<file path="src/rtl/regfile_mp.sv">
// Multi-port register file with self-clearing init and optional busy scoreboard.
// Define REGFILE_SCOREBOARD_EN to build the per-entry busy tracking.
module regfile_mp #(
   parameter  int XLEN  = 32,
   parameter  int NREGS = 32,
   parameter  int NRD   = 2,
   parameter  int NWR   = 2,
   localparam int AW    = $clog2(NREGS)
) (
   input  logic                      clk,
   input  logic                      rst,
   output logic                      ready,
   input  logic [NRD-1:0][AW-1:0]    ra,
   output logic [NRD-1:0][XLEN-1:0]  rd,
   input  logic [NWR-1:0]            we,
   input  logic [NWR-1:0][AW-1:0]    wa,
   input  logic [NWR-1:0][XLEN-1:0]  wd,
   input  logic                      iss_valid,
   input  logic [AW-1:0]             iss_rd,
   output logic [NRD-1:0]            rbusy
);

   typedef enum logic {INIT, RUN} state_t;

   state_t          state;
   state_t          state_nx;
   logic [AW-1:0]   cnt;
   logic            run;
   logic [XLEN-1:0] mem [NREGS];

   always_ff @(posedge clk) begin
      if (rst) begin
         state <= INIT;
         cnt   <= '0;
      end else begin
         state <= state_nx;
         if (state == INIT)
            cnt <= cnt + 1'b1;
      end
   end

   always_comb begin
      state_nx = state;
      unique case (state)
         INIT:    if (cnt == AW'(NREGS - 1)) state_nx = RUN;
         RUN:     state_nx = RUN;
         default: state_nx = INIT;
      endcase
   end

   // rst is sampled at the edge, so gate it in to keep outputs quiet before it lands
   always_comb begin
      run   = (state == RUN) && !rst;
      ready = run;
   end

   always_ff @(posedge clk) begin
      if (!rst) begin
         if (state == INIT) begin
            mem[cnt] <= '0;
         end else begin
            for (int j = 0; j < NWR; j++)
               if (we[j] && wa[j] != '0)
                  mem[wa[j]] <= wd[j];
         end
      end
   end

   // ascending loop leaves the highest matching port in place
   always_comb begin
      for (int i = 0; i < NRD; i++) begin
         rd[i] = '0;
         if (run && ra[i] != '0) begin
            rd[i] = mem[ra[i]];
            for (int j = 0; j < NWR; j++)
               if (we[j] && wa[j] == ra[i])
                  rd[i] = wd[j];
         end
      end
   end

`ifdef REGFILE_SCOREBOARD_EN
   logic [NREGS-1:0] busy;
   logic [NREGS-1:0] busy_nx;
   logic [NRD-1:0]   hit;

   // clear first, set last: a new producer supersedes a retiring one
   always_comb begin
      busy_nx = busy;
      if (run) begin
         for (int j = 0; j < NWR; j++)
            if (we[j] && wa[j] != '0)
               busy_nx[wa[j]] = 1'b0;
         if (iss_valid && iss_rd != '0)
            busy_nx[iss_rd] = 1'b1;
      end
      busy_nx[0] = 1'b0;
   end

   always_ff @(posedge clk) begin
      if (rst)
         busy <= '0;
      else
         busy <= busy_nx;
   end

   always_comb begin
      for (int i = 0; i < NRD; i++) begin
         hit[i] = 1'b0;
         for (int j = 0; j < NWR; j++)
            if (we[j] && wa[j] == ra[i])
               hit[i] = 1'b1;
         rbusy[i] = run && busy[ra[i]] && !hit[i];
      end
   end
`else
   logic unused_iss;

   assign unused_iss = &{1'b0, iss_valid, iss_rd};
   assign rbusy      = '0;
`endif

endmodule

</file>
<file path="config.mk">
export PLATFORM = sky130hd
export DESIGN_NAME = regfile_mp
export DESIGN_NICKNAME = d
export VERILOG_FILES = /design/src/rtl/regfile_mp.sv
export SDC_FILE = /design/constraint.sdc
export NUM_CORES = 2
export LEC_CHECK = 0
export ABC_AREA = 1
export BUFFER_PORTS_ARGS = -buffer_cell sky130_fd_sc_hd__buf_2
export CELL_PAD_IN_SITES_DETAIL_PLACEMENT = 1
export CELL_PAD_IN_SITES_GLOBAL_PLACEMENT = 2
export CORE_UTILIZATION = 41
export DETAILED_ROUTE_END_ITERATION = 10
export PLACE_DENSITY_LB_ADDON = 0.1
export RECOVER_POWER = 100
export SLEW_MARGIN = 20
export SYNTH_ARGS = -nofsm -noshare
export SYNTH_HDL_FRONTEND = slang
export SYNTH_SLANG_ARGS = --single-unit
</file>
<file path="constraint.sdc">
create_clock -name clk -period 11.9 [get_ports clk]
set_clock_uncertainty 0.1 [all_clocks]
set_input_delay 1.785 -clock clk [delete_from_list [all_inputs] [get_ports clk]]
set_output_delay 1.785 -clock clk [all_outputs]
set_load 0.01 [all_outputs]
</file>
Word-level counts from Yosys, hierarchy flattened
Memories as Yosys holds them, arrays and structs flattened.
Index checks and enable logic that the tools add are counted.
{"block": "op_classes", "n_addsub": 1, "mul": 0, "div": 0, "magnitude_cmp": 0, "n_eq_ne": 5, "shifts": 0, "n_mux": 22, "bitwise_logic": 1, "reduce_logical": 15}
{"cell": "2-to-1 mux 32 bit", "n": 7}
{"cell": "OR reduction 32 bit", "n": 1}
{"cell": "== test 5 bit", "n": 4}
{"cell": "nonzero test 5 bit", "n": 4}
{"cell": "2-to-1 mux 1 bit", "n": 13}
{"cell": "logical AND 1 bit", "n": 9}
{"cell": "adder 5 x 1 -> 5 bit (second input constant)", "n": 1}
{"cell": "== test 5 bit (second input constant)", "n": 1}
{"cell": "2-to-1 mux 5 bit", "n": 1}
{"cell": "one-hot mux 1 bit (2 select lines)", "n": 1}
{"cell": "logical NOT 1 bit", "n": 1}
{"cell": "NOT 1 bit", "n": 1}
{"block": "totals", "ff_bits": 6, "latchBits": 0, "mem_bits_rw": 1024, "romBits": 0, "input_bits": 94, "out_inout_bits": 67, "word_cells": 47, "memories": 1}
{"name": "mem", "depth": 32, "word_bits": 32, "read_ports": 2, "rd_ports_with_merged_regs": 0, "wr": 2, "line_no": "29", "source": "logic [XLEN-1:0] mem [NREGS];"}

Logic depth before layout (Yosys ltp)
{"block": "depth", "ltp_word": 8, "depth_mapped": 13, "mapped_depth_nobuf": 10}

Worst setup path after synthesis
Ideal clock, no wire load.
{"block": "synth_timing", "path_type": "input to register", "startpoint": "in rst", "endpoint": "mem mem[20][0], enable pin", "setup_time_ns": 0.466, "arrival_time_ns": 5.127, "required_ns": 11.334, "setup_slack_ns": 6.207, "path_stages": 8, "n_path_buf": 1, "cell_sequence": "inv_2 > nand2_4 > nor2_1 > o21ai_2 > buf_2 > o21ai_0 > nand3_1 > o21ai_0"}
{"item": "start, declared", "line_no": "11", "source": "input logic rst,"}
{"item": "end, declared", "line_no": "29"}

==> flow_results.xml <==
<?xml version="1.0" encoding="UTF-8"?>
<metrics>
  <group name="run_status">
    <metric name="status" unit="">finished with violations</metric>
    <metric name="failed_checks" unit="">capacitance limit, slew limit</metric>
  </group>
  <group name="grt">
    <metric name="grt_pass1_wl" unit="um">458400</metric>
    <metric name="track_usage" unit="%">40.49</metric>
    <metric name="first_global_vias" unit="">65480</metric>
    <metric name="overflow" unit="">0</metric>
    <metric name="maximum_number_of_pins_on_one_net_before_global_route_repair" unit="">166</metric>
    <metric name="antenna_found_initial" unit="">9</metric>
  </group>
  <group name="yosys">
    <metric name="synth-seq-area-share" unit="%">48.15</metric>
    <metric name="netlist_instances" unit="">8700</metric>
    <metric name="synth_top_family_by_area" unit="">simple AND/OR/NAND/NOR gates</metric>
    <metric name="synth_area_per_cell" unit="um2">7.370</metric>
    <metric name="yosysWarnings" unit="">0</metric>
    <metric name="synthXorXnorAreaFrac" unit="%">0.01366</metric>
    <metric name="synthSimpleGateAreaFrac" unit="%">31.62</metric>
    <metric name="muxShareOfSynthArea" unit="%">0</metric>
    <metric name="synthesized_area_fraction_occupied_by_ao_oa_aoi_and_oai_cells" unit="%">12.78</metric>
    <metric name="synth-adder-area-share" unit="%">0.03903</metric>
    <metric name="ys_seq_elements" unit="">1030</metric>
    <metric name="syn-cell-area" unit="um2">64120</metric>
    <metric name="post_synth_num_cell_types" unit="">32</metric>
  </group>
  <group name="sta">
    <metric name="finalSetupViolations" unit="">0</metric>
    <metric name="fmax" unit="MHz">97.68</metric>
    <metric name="final-hold-violation-count" unit="">0</metric>
    <metric name="fin_tns_setup" unit="ns">0</metric>
    <metric name="timing.final.max_slew_violations" unit="">1745</metric>
    <metric name="period_minus_slack" unit="ns">10.24</metric>
    <metric name="final_min_period_over_clock_period" unit="%">86.03</metric>
    <metric name="setup_repair_after_global_routing_missed_its_margin" unit="">false</metric>
    <metric name="worst_rel_slew_slack" unit="%">-221.2</metric>
    <metric name="timing_worst_slew_pin_value" unit="ns">4.818</metric>
  </group>
  <group name="placement">
    <metric name="globalplace.congestion" unit="">0.8476</metric>
    <metric name="place_area" unit="um2">65850</metric>
    <metric name="post_detailed_placement_half_perimeter_wirelength" unit="um">171000</metric>
    <metric name="port_buffers" unit="">152</metric>
  </group>
  <group name="pwr">
    <metric name="power.leakage" unit="uW">0.02575</metric>
    <metric name="powerDensity" unit="nW/um2">125.2</metric>
    <metric name="post-layout-total-power" unit="uW">8660</metric>
    <metric name="power.ir.vdd_worst" unit="V">0.0001169</metric>
  </group>
  <group name="route">
    <metric name="detail_route.iter0.violations" unit="">7094</metric>
    <metric name="drt_drc_violations_left" unit="">0</metric>
    <metric name="drt_pass1_iterations" unit="">5</metric>
    <metric name="ant_nets" unit="">0</metric>
    <metric name="route.vias.total" unit="">66110</metric>
    <metric name="wire_per_inst" unit="um">31.12</metric>
    <metric name="via_per_instance_ratio" unit="">6.331</metric>
    <metric name="wirelength" unit="um">325000</metric>
  </group>
  <group name="clocking">
    <metric name="post_cts_buffers" unit="">0</metric>
    <metric name="cts.root.buffer_cell" unit="">clkbuf_16</metric>
    <metric name="clk_path_buf_depth" unit="">3</metric>
    <metric name="tritoncts.num_buffers" unit="">130</metric>
    <metric name="path_clk_slew" unit="ns">0.06</metric>
    <metric name="worst_skew_pair.late_latency" unit="ns">0.79</metric>
    <metric name="post_cts_resize_count" unit="">0</metric>
    <metric name="cts-htree-levels" unit="">4</metric>
    <metric name="tritoncts" unit="">yes</metric>
    <metric name="cts.hold.buffers_added" unit="">0</metric>
    <metric name="clock_sink_count" unit="">1030</metric>
  </group>
  <group name="worst_setup_path">
    <metric name="number_of_cells_on_the_worst_reg_to_reg_path" unit="">9</metric>
    <metric name="critPathKind" unit="">in2reg</metric>
    <metric name="crit_fanout" unit="">32</metric>
    <metric name="worstSetupStartpoint" unit="">rst</metric>
    <metric name="ff_to_ff_start" unit="">state</metric>
    <metric name="crit_path_end_kind" unit="">flip-flop</metric>
    <metric name="rr_endpoint" unit="">mem[18][20]</metric>
    <metric name="critical_path_arrival" unit="ns">10.40</metric>
    <metric name="regToRegSetupSlack" unit="ns">2.64</metric>
    <metric name="timing.critical_path.from_type" unit="">primary input</metric>
    <metric name="cp.required" unit="ns">12.06</metric>
  </group>
  <group name="worst_hold_path">
    <metric name="hold_path.startpoint" unit="">cnt[3]</metric>
    <metric name="worstHoldPathType" unit="">reg2reg</metric>
    <metric name="worstHoldEndpoint" unit="">cnt[3]</metric>
    <metric name="hold_depth" unit="">2</metric>
  </group>
  <group name="job">
    <metric name="max_cap_viol_count" unit="">69</metric>
  </group>
  <group name="finish">
    <metric name="post_route_cells_drive_above_1_share" unit="%">5.658</metric>
    <metric name="fin_nets" unit="">8393</metric>
    <metric name="most_frequent_cells_in_the_layout" unit="">nand2_1 (3576), o21ai_0 (1283), nand3_1 (1169)</metric>
    <metric name="layout_stage_area_growth_over_the_synthesis_result" unit="%">7.886</metric>
    <metric name="fillCellCount" unit="">19020</metric>
    <metric name="design_area" unit="um2">69170</metric>
    <metric name="mostFrequentLayoutCell" unit="">nand2_1</metric>
  </group>
  <group name="die">
    <metric name="effective_utilization_at_floorplan" unit="%">41.48</metric>
    <metric name="coreArea" unit="um2">154600</metric>
    <metric name="rows" unit="">144</metric>
    <metric name="die-area" unit="um2">158000</metric>
    <metric name="die_x" unit="um">397.5</metric>
    <metric name="die_y" unit="um">397.5</metric>
    <metric name="ioPinCount" unit="">161</metric>
  </group>
</metrics>
flip-flops by register name, indices dropped and copies added (netlist names):
register and cells:
mem 1024, cnt 5, state 1
how the worst max path moves through the flow:
stage	to	slack [ns]	depth (start not counted)
3_5_place_dp	rd[30]	4.31	10
4_1_cts	rd[30]	4.27	10
5_1_grt	rd[45]	2.05	12
2_1_floorplan	mem[20][0]	6.21	8
3_3_place_gp	rd[30]	4.35	10
6_report	mem[18][20]	1.66	11
cells in the mapped netlist (all sizes together):
cell,count,share of area [%]
nand3,1201,9.5
o21ai,1301,10
conb,1,0.0058
nand2,3578,21
xor2,1,0.014
dfxtp,6,0.19
clkinv,2,0.012
o22ai,9,0.088
a21oi,321,2.5
ha,2,0.039
o221ai,2,0.027
edfxtp,1024,48
clkbuf,425,2.5
inv,206,1.2
buf,431,3.7
nor4,2,0.043
nand4,2,0.020
nor3,6,0.072
nor2,180,1.1
routing by layer:
metal / track usage, % / up-vias / part of all wire, %
li1: - / 28300 / -
met1: 51.44 / 33100 / 38
met2: 64.62 / 3670 / 45
met3: 7.204 / 1035 / 9.9
met4: 23.61 / 4 / 6.7
met5: 0 / - / 0.0089
stage by stage:
step	worst slack, ns	hold WS, ns	util, %	cells
floorplan	6.207	0.3671	-	8701
global placement	4.354	0.3942	42.53	10200
detailed placement	4.308	0.4051	42.60	10210
CTS	4.267	0.4476	45.09	10440
global route	2.054	0.4879	44.74	10440
finish	1.663	0.4547	44.75	10440
power by group:
group	internal [uW]	switching, uW
Clock	2110	1670
Combinational	205	720
Sequential	3950	6.19
Total	6260	2400
logic make-up after synthesis:
group                    after synthesis
AO/OA/AOI/OAI                       1633
buffers and inverters               1064
other                                  1
flip-flops                          1030
XOR/XNOR                               1
adder cells (fa/ha/maj)                2
AND/OR/NAND/NOR                     4969
area by class of cell:
class	instances	area, um2	area share (%)
Multi-Input combinational cell	6607	29130	42.12
Tap cell	2044	2557	3.697
Timing Repair Buffer	320	1926	2.784
Sequential cell	1030	30870	44.63
Clock inverter	57	395.4	0.5716
Antenna cell	4	10.01	0.01447
Inverter	208	823.3	1.190
Clock buffer	173	3457	4.998
worst max-delay path, cell delays in order:
cell and delay, ns:
clkbuf_1 0.17, inv_1 0.14, nand2_1 0.37, nor2_1 0.14, o21ai_4 0.08, clkbuf_1 2.26
o21ai_0 1.12, inv_1 0.38, nand2_1 0.28, o21ai_4 0.20, clkbuf_1 3.38
No activity file was read; power rests on OpenSTA's default activity.
